`src/rtl/wb_commit_stage.sv`:
```
`default_nettype none
// ============================================================================
// Module   : wb_commit_stage
// Purpose  : Writeback/commit stage. Retires one MS entry per cycle, folds
//            exceptions/ERET/TLB refetch into one flush, sequences TLB ops.
// Revision : 1.0
// ============================================================================
module wb_commit_stage #(
    parameter int         TLBNUM         = 16,
    parameter int         TLB_OP_LAT     = 2,
    parameter int         CNT_W          = 32,
    parameter logic [4:0] NO_EX          = 5'h1f,
    parameter logic [4:0] INT_CODE       = 5'h00,
    parameter logic [4:0] CP0_EPC_ADDR   = 5'd14,
    parameter logic [4:0] CP0_INDEX_ADDR = 5'd0,
    parameter int         IDX_W          = $clog2(TLBNUM)
) (
    input  logic             clk,
    input  logic             resetn,
    input  logic             ms_to_ws_valid,
    output logic             ws_allowin,
    input  logic [31:0]      ms_pc,
    input  logic [31:0]      ms_result,
    input  logic             ms_gr_we,
    input  logic [4:0]       ms_dest,
    input  logic [4:0]       ms_ex_code,
    input  logic             ms_pc_error,
    input  logic [31:0]      ms_badvaddr,
    input  logic             ms_slot,
    input  logic             ms_eret,
    input  logic             ms_mfc0,
    input  logic             ms_mtc0,
    input  logic             ms_tlbwi,
    input  logic             ms_tlbr,
    input  logic [4:0]       ms_cp0_addr,
    input  logic             int_pending,
    input  logic [31:0]      cp0_rdata,
    output logic [4:0]       cp0_raddr,
    output logic             rf_we,
    output logic [4:0]       rf_waddr,
    output logic [31:0]      rf_wdata,
    output logic [4:0]       fwd_dest,
    output logic [31:0]      fwd_data,
    output logic             fwd_mfc0,
    output logic             ws_ex,
    output logic [4:0]       ws_ex_code,
    output logic [31:0]      ws_epc_wdata,
    output logic             ws_slot_o,
    output logic             ws_eret,
    output logic [31:0]      ws_epc,
    output logic             ws_mtc0_we,
    output logic             tlb_we,
    output logic             tlb_re,
    output logic [IDX_W-1:0] tlb_index,
    output logic             ws_flush,
    output logic             ws_refetch,
    output logic [31:0]      ws_refetch_pc,
    output logic [CNT_W-1:0] retire_cnt,
    output logic [31:0]      debug_wb_pc,
    output logic [3:0]       debug_wb_rf_wen,
    output logic [4:0]       debug_wb_rf_wnum,
    output logic [31:0]      debug_wb_rf_wdata
);

    // Counter only ever holds TLB_OP_LAT-1 down to 0.
    localparam int             c_LAT_W    = (TLB_OP_LAT > 1) ? $clog2(TLB_OP_LAT) : 1;
    localparam logic [c_LAT_W-1:0] c_LAT_INIT = c_LAT_W'(TLB_OP_LAT - 1);

    localparam logic [0:0] S_IDLE     = 1'b0;
    localparam logic [0:0] S_TLB_WAIT = 1'b1;

    logic [0:0]         r_state, w_state_nxt;
    logic [c_LAT_W-1:0] r_lat_cnt, w_lat_cnt_nxt;
    logic [CNT_W-1:0]   r_retire_cnt;

    logic        r_ws_valid;
    logic [31:0] r_pc, r_result, r_badvaddr;
    logic        r_gr_we, r_pc_error, r_slot, r_eret, r_mfc0, r_mtc0, r_tlbwi, r_tlbr;
    logic [4:0]  r_dest, r_ex_code, r_cp0_addr;

    logic w_ex_taken, w_tlb_op, w_tlb_issue, w_ready_go, w_refetch;
    logic w_eret, w_flush, w_allowin, w_rf_we;

    assign w_ex_taken = r_ws_valid && (r_state == S_IDLE) &&
                        (int_pending || (r_ex_code != NO_EX));
    assign w_tlb_op   = r_ws_valid && (r_tlbwi || r_tlbr) && !w_ex_taken;
    assign w_eret     = r_ws_valid && r_eret && !w_ex_taken;
    assign w_flush    = w_ex_taken || w_eret || w_refetch;
    assign w_allowin  = !r_ws_valid || (w_ready_go && !w_flush);
    assign w_rf_we    = r_ws_valid && r_gr_we && !w_ex_taken && w_ready_go;

    always_ff @(posedge clk or negedge resetn) begin
        if (!resetn) begin
            r_state <= S_IDLE;
            r_lat_cnt <= '0;
        end else begin
            r_state <= w_state_nxt;
            r_lat_cnt <= w_lat_cnt_nxt;
        end
    end

    always_comb begin
        w_state_nxt   = r_state;
        w_lat_cnt_nxt = r_lat_cnt;
        w_ready_go    = 1'b1;
        w_tlb_issue   = 1'b0;
        w_refetch     = 1'b0;
        case (r_state)
            S_IDLE: begin
                if (w_tlb_op) begin
                    w_tlb_issue = 1'b1;
                    if (TLB_OP_LAT == 0) begin
                        w_refetch = 1'b1;
                    end else begin
                        w_ready_go    = 1'b0;
                        w_state_nxt   = S_TLB_WAIT;
                        w_lat_cnt_nxt = c_LAT_INIT;
                    end
                end
            end
            S_TLB_WAIT: begin
                if (r_lat_cnt == '0) begin
                    w_refetch   = 1'b1;
                    w_state_nxt = S_IDLE;
                end else begin
                    w_ready_go    = 1'b0;
                    w_lat_cnt_nxt = r_lat_cnt - c_LAT_W'(1);
                end
            end
            default: w_state_nxt = S_IDLE;
        endcase
    end

    // A flushing entry leaves WB even though the stage refuses new input.
    always_ff @(posedge clk or negedge resetn) begin
        if (!resetn) begin
            r_ws_valid   <= 1'b0;
            r_retire_cnt <= '0;
        end else begin
            if (w_flush)
                r_ws_valid <= 1'b0;
            else if (w_allowin)
                r_ws_valid <= ms_to_ws_valid;
            if (r_ws_valid && w_ready_go && !w_ex_taken)
                r_retire_cnt <= r_retire_cnt + CNT_W'(1);
        end
    end

    always_ff @(posedge clk or negedge resetn) begin
        if (!resetn) begin
            r_pc <= '0; r_result <= '0; r_badvaddr <= '0;
            r_gr_we <= 1'b0; r_pc_error <= 1'b0; r_slot <= 1'b0; r_eret <= 1'b0;
            r_mfc0 <= 1'b0; r_mtc0 <= 1'b0; r_tlbwi <= 1'b0; r_tlbr <= 1'b0;
            r_dest <= '0; r_ex_code <= NO_EX; r_cp0_addr <= '0;
        end else if (ms_to_ws_valid && w_allowin) begin
            r_pc <= ms_pc; r_result <= ms_result; r_badvaddr <= ms_badvaddr;
            r_gr_we <= ms_gr_we; r_pc_error <= ms_pc_error; r_slot <= ms_slot;
            r_eret <= ms_eret; r_mfc0 <= ms_mfc0; r_mtc0 <= ms_mtc0;
            r_tlbwi <= ms_tlbwi; r_tlbr <= ms_tlbr;
            r_dest <= ms_dest; r_ex_code <= ms_ex_code; r_cp0_addr <= ms_cp0_addr;
        end
    end

    always_comb begin
        cp0_raddr = CP0_INDEX_ADDR;
        if (r_ws_valid && r_eret)
            cp0_raddr = CP0_EPC_ADDR;
        else if (r_ws_valid && r_mfc0)
            cp0_raddr = r_cp0_addr;
    end

    assign ws_allowin        = w_allowin;
    assign rf_we             = w_rf_we;
    assign rf_waddr          = r_dest;
    assign rf_wdata          = r_mfc0 ? cp0_rdata : r_result;
    assign fwd_dest          = r_ws_valid ? r_dest : 5'd0;
    assign fwd_data          = rf_wdata;
    assign fwd_mfc0          = r_ws_valid && r_mfc0;
    assign ws_ex             = w_ex_taken;
    assign ws_ex_code        = int_pending ? INT_CODE : r_ex_code;
    assign ws_epc_wdata      = r_pc_error ? r_badvaddr : r_pc;
    assign ws_slot_o         = r_slot;
    assign ws_eret           = w_eret;
    assign ws_epc            = cp0_rdata;
    assign ws_mtc0_we        = r_ws_valid && r_mtc0 && !w_ex_taken;
    assign tlb_we            = w_tlb_issue && r_tlbwi;
    assign tlb_re            = w_tlb_issue && r_tlbr;
    assign tlb_index         = cp0_rdata[IDX_W-1:0];
    assign ws_flush          = w_flush;
    assign ws_refetch        = w_refetch;
    assign ws_refetch_pc     = r_pc + 32'd4;
    assign retire_cnt        = r_retire_cnt;
    assign debug_wb_pc       = r_pc;
    assign debug_wb_rf_wen   = {4{w_rf_we}};
    assign debug_wb_rf_wnum  = r_dest;
    assign debug_wb_rf_wdata = rf_wdata;

endmodule
`default_nettype wire

```
`config.mk`:
```
export PLATFORM = sky130hd
export DESIGN_NAME = wb_commit_stage
export DESIGN_NICKNAME = d
export VERILOG_FILES = /design/src/rtl/wb_commit_stage.sv
export SDC_FILE = /design/constraint.sdc
export NUM_CORES = 1
export LEC_CHECK = 0
export CAP_MARGIN = 10
export CORE_AREA = 2 2 177 179
export DETAILED_ROUTE_END_ITERATION = 12
export DIE_AREA = 0 0 179 181
export GPL_ROUTABILITY_DRIVEN = 0
export HOLD_SLACK_MARGIN = 0.06
export PLACE_DENSITY = 0.64
export SYNTH_ARGS = -nofsm -noshare
export SYNTH_HDL_FRONTEND = slang
export SYNTH_SLANG_ARGS = --single-unit
```
`constraint.sdc`:
```
create_clock -name clk -period 2.2 [get_ports clk]
set_input_delay 0.55 -clock clk [delete_from_list [all_inputs] [get_ports clk]]
set_output_delay 0.55 -clock clk [all_outputs]
set_load 0.05 [all_outputs]
```
### Word level (Yosys, flattened, before mapping)

Index checks and enable logic that the tools add are counted.
W data, S select, Z words.

| storage, ports and cells | value |
|---|---|
| output and inout bits | 300 |
| memories kept | 0 |
| memory bits (read-only) | 0 |
| register bits after elaboration | 154 |
| logic and storage cells | 70 |
| bits in latches | 0 |
| bits in writable memories | 0 |
| input port bits | 155 |

| operators by class | value |
|---|---|
| add/sub/neg operators | 3 |
| multiply operators | 0 |
| shifts and indexed selects | 0 |
| bitwise logic cells | 1 |
| reduce and logical (&&, ||, !) cells | 27 |
| muxes and demuxes | 19 |
| eq/ne operators | 2 |
| order comparisons | 0 |
| divide/modulo/power cells | 0 |

Operators with widths:

| kind | count |
|---|---|
| $mux W32 | 2 |
| $add A32 B1 Y32 const B | 1 |
| $add A32 B3 Y32 const B | 1 |
| $mux W5 | 4 |
| $logic_and A1 B1 Y1 | 18 |
| $mux W1 | 10 |
| $pmux W1 S2 | 3 |
| $logic_or A1 B1 Y1 | 5 |
| $ne A5 B5 Y1 const B | 1 |
| $logic_not A1 Y1 | 3 |
| $ne A2 B2 Y1 const B | 1 |
| $reduce_bool A2 Y1 | 1 |
| $not A1 Y1 | 1 |
| $sub A1 B1 Y1 const B | 1 |

### Longest topological paths before layout

| logic depth | value |
|---|---|
| word-level depth | 12 |
| gate-level depth with buffers | 6 |

### Worst setup path before layout

OpenSTA, ideal clock, no wires.

| path | value |
|---|---|
| path kind | reg2out |
| start | register r_pc[7] (netlist: debug_wb_pc[7]) |
| end | output ws_refetch_pc[31] |
| cell stages (with the launch flop) | 7 |
| data arrival time | 2.703 ns |
| buffers on the path | 2 |
| slack | -1.053 ns |
| path through | dfrtp_1 -> buf_2 -> nand4_1 -> or4_1 -> buf_6 -> nor4_2 -> xor2_1 |

| on the way | value |
|---|---|
| word-level cells in the longest chain between the ends | 1 |

RTL lines:

| element | RTL line | source |
|---|---|---|
| from (decl) | 77 | `logic [31:0] r_pc, r_result, r_badvaddr;` |
| from (signal assigned) | 156 | `r_pc <= ms_pc; r_result <= ms_result; r_badvaddr <= ms_badvaddr;` |
| $add A32 B3 Y32 | 191 | `assign ws_refetch_pc = r_pc + 32'd4;` |
| to (decl) | 57 | `output logic [31:0] ws_refetch_pc,` |

No other way between the ends.

### Worst setup path in the final report

| path | value |
|---|---|
| start | register r_pc[3] (netlist: debug_wb_pc[3]) |
| end | output ws_refetch_pc[31] |

Same word-level chain as after synthesis.

==> impl_metrics.env <==
export IMPL_status="complete, but fails checks"
export IMPL_violations="setup timing"
export IMPL_fin_ws_ns=-0.6729
export IMPL_p_total_w=0.03170
export IMPL_synth_simple_area_share_pct=10.50
export IMPL_hold_violations=0
export IMPL_clock_path_buffers=2
export IMPL_cap_violations=0
export IMPL_hold_buffers=0
export IMPL_crit_arrival_ns=2.32
export IMPL_crit_cells=7
export IMPL_worstSetupStartpoint="debug_wb_pc[3]$_DFFE_PN0P_"
export IMPL_core_rowCount=64
export IMPL_cpPeakStageDelay_ns=0.53
export IMPL_p_sw_w=0.01557
export IMPL_routedWlPerCell_um=20.70
export IMPL_dp_hpwl_um=24360
export IMPL_tightest_slew_ns=0.5665
export IMPL_cts_inserted_buffers=17
export IMPL_r2r_slack_ns=-0.01
export IMPL_synth_area_per_cell_um2=11.85
export IMPL_setup_viol=108
export IMPL_internal_power_w=0.01613
export IMPL_r2r_start="r_ex_code[1]$_DFFE_PN1P_"
export IMPL_ys_types=41
export IMPL_synth_seq_cells=154
export IMPL_netlist_area_mm2=0.008541
export IMPL_cts_sinks=154
export IMPL_synthAdderAreaFrac_pct=0.2930
export IMPL_grt_max_degree=47
export IMPL_crit_path_end_kind="output pin"
export IMPL_cp_max_fo=9
export IMPL_fin_area_mm2=0.01714
export IMPL_drt_iter0_markers=270
export IMPL_start_util_pct=28.14
export IMPL_grt_overflow=0
export IMPL_clock_power_share_pct=9.3
export IMPL_path_common_cell="buf_12"
export IMPL_synthXorXnorAreaFrac_pct=6.050
export IMPL_synthFlopType="dfrtp_1"
export IMPL_fin_skew_ns=0.01691
export IMPL_synth_top_family_by_area="multiplexers"
export IMPL_synth_compound_area_share_pct=1.699
export IMPL_fin_util_pct=56.49
export IMPL_swShare_pct=49.11
export IMPL_ys_async_sr_fraction_pct=100.0
export IMPL_vias_per_cell=4.596
export IMPL_die_area_mm2=0.03240
export IMPL_max_slew_margin_pct=62.10
export IMPL_tns_ns=-16.98
export IMPL_die_x_um=179
export IMPL_synth_mux_area_share_pct=23.34
export IMPL_die_h_um=181
export IMPL_fmax_mhz=348.1
export IMPL_min_path_type="in -> async"
export IMPL_synthToLayoutAreaGrowth_pct=100.7
export IMPL_synth_edf_count=0
export IMPL_p_per_area_mw_per_mm2=1849
export IMPL_ios=455
export IMPL_path_buf_inv=3
export IMPL_start_kind="flip-flop"
export IMPL_drtAntennaViolNets=0
export IMPL_num_vias=7386
export IMPL_cp_cell_sequence="nand3_2 -> or4_4 -> buf_12 -> nor4_4 -> buf_4 -> xor2_4 -> buf_12"
export IMPL_rsz0062_at_grt="yes"
export IMPL_synth_cells=721
export IMPL_grtUsageTotal_pct=19.95
export IMPL_core_area_mm2=0.03035
export IMPL_combPwrFrac_pct=75.4
export IMPL_crit_end="ws_refetch_pc[31]"
export IMPL_drive_gt1_share_pct=57.45
export IMPL_clk_pin_slew_ns=0.07
export IMPL_pre_cts_ws_ns=-0.4011
export IMPL_timing_rr_end="r_tlbr$_DFFE_PN0P_"
export IMPL_min_period_over_period_pct=130.6
export IMPL_critical_path_slowest_cell="or4_4"
export IMPL_grt_pass1_wl_um=48270
export IMPL_crit_type="reg -> out"
export IMPL_slew_viol_final=0
export IMPL_grt_antenna_before_repair=3
export IMPL_cpLargestDelayFamily="simple AND/OR/NAND/NOR gates"
export IMPL_seq_power_share_pct=15.3
export IMPL_cts_tree="yes"
export IMPL_final_cell_mix="clkdlybuf4s50_1 (153), buf_12 (148), buf_4 (145)"
export IMPL_irDropWorstVdd_mv=1.250
export IMPL_power_leakage_nw=7.894
export IMPL_h_tree_depth=4
export IMPL_ys_warn_count=0
export IMPL_final_nets=1352
export IMPL_reg2reg_depth=7
export IMPL_crit_required_ns=1.65
export IMPL_grt_pass1_vias=7676
export IMPL_dpl_cell_area_mm2=0.01532
export IMPL_io_buffers=454
export IMPL_synthesis_nets=878
export IMPL_firstDrtPassIters=5
export IMPL_layout_commonest_cell="clkdlybuf4s50_1"
export IMPL_clock_root_buffer="clkbuf_16"
export IMPL_ys_seq_area_share_pct=45.19
export IMPL_wirelength_um=33270
export IMPL_layout_min_cycle_time_ns=2.873
export IMPL_drc=0
export IMPL_insertion_delay_ns=0.43
[layout make-up]
type	count	area [µm²]
fill	2448	13210
timing repair buffer	596	7315
multi-input combinational	411	4796
sequential	154	3895
tap	396	495.5
clock buffer	18	439.2
clock inverter	14	132.6
inverter	15	62.56
antenna	3	7.507
[timing repair]
action,4_1_cts,5_1_grt
cloned,5,3
gates resized for setup,216,48
setup endpoints to repair,128,167
pin swaps,21,18
buffers inserted,11,19
[registers in the layout (all words and copies together), names as in the netlist, 5 cells and up]
| register | cells |
|---|---|
| debug_wb_rf_wnum | 5 |
| debug_wb_pc | 32 |
| r_ex_code | 5 |
| retire_cnt | 32 |
| r_result | 32 |
| r_badvaddr | 32 |
| r_cp0_addr | 5 |
[Yosys cell counts (all sizes together) (2+ instances only)]
library cell / number / area (µm²)
dfrtp: 149 / 3729
dfstp: 5 / 131.4
clkbuf: 11 / 41.29
nor4: 11 / 81.32
inv: 15 / 56.30
nor4b: 3 / 26.28
nor2: 11 / 41.29
and2: 14 / 87.58
and3: 8 / 50.05
nand2b: 2 / 12.51
mux2: 177 / 1993
buf: 130 / 1006
o21ai: 7 / 35.03
nand2: 28 / 105.1
nand4: 24 / 156.4
a21oi: 7 / 35.03
xnor2: 34 / 297.8
xor2: 25 / 219.0
and4: 11 / 96.34
nor3: 9 / 45.04
nor3b: 3 / 22.52
ha: 2 / 25.02
or4: 2 / 15.01
nand3: 14 / 70.07
or2: 2 / 12.51
nor2b: 7 / 43.79
[power groups by stage]
stage	Sequential, W	Clock, W	Combinational, W
6_report	0.00485	0.00294	0.0239
5_1_grt	0.00500	0.00315	0.0247
4_1_cts	0.00484	0.00303	0.0234
3_5_place_dp	0.00482	0	0.0218
3_3_place_gp	0.00480	0	0.0217
2_1_floorplan	0.00624	0	0.0123
[worst min-delay path by stage]
stage,end,slack [ns],from
after floorplan,debug_wb_pc[0]$_DFFE_PN0P_,0.25,resetn
after global placement,retire_cnt[31]$_DFFE_PN0P_,0.46,retire_cnt[31]$_DFFE_PN0P_
after detailed placement,retire_cnt[31]$_DFFE_PN0P_,0.46,retire_cnt[31]$_DFFE_PN0P_
after CTS,r_result[20]$_DFFE_PN0P_,0.09,resetn
after global routing,r_result[15]$_DFFE_PN0P_,0.09,resetn
final,r_result[16]$_DFFE_PN0P_,0.08,resetn
[routing by layer]
| layer | wire (µm) | track usage (%) | part of all wire (%) | vias to the layer above |
|---|---|---|---|---|
| li1 | - | - | - | 3344 |
| met1 | 12400 | 22.43 | 37 | 3675 |
| met2 | 18010 | 37.17 | 54 | 341 |
| met3 | 2277 | 4.693 | 6.8 | 26 |
| met4 | 587 | 5.268 | 1.8 | 0 |
| met5 | 0 | 0 | 0 | - |
[stage by stage]
step / hold WS (ns) / instances
final: 0.07629 / 1607
after detailed placement: 0.4565 / 1538
after CTS: 0.09155 / 1585
after floorplan: 0.2544 / 721
after global placement: 0.4573 / 1538
after global routing: 0.09030 / 1607
[kinds of logic (layout without fill, tap and decap cells)]
group	Yosys count	in the layout
muxes	177	177
adders and majority gates	2	2
DFF	154	154
and+or+nand+nor	152	152
xor gates and xnor gates	59	59
AOI/OAI and AO/OA	21	21
other	0	3
buffers and inverters	156	643
No activity file was read; power rests on OpenSTA's default activity.
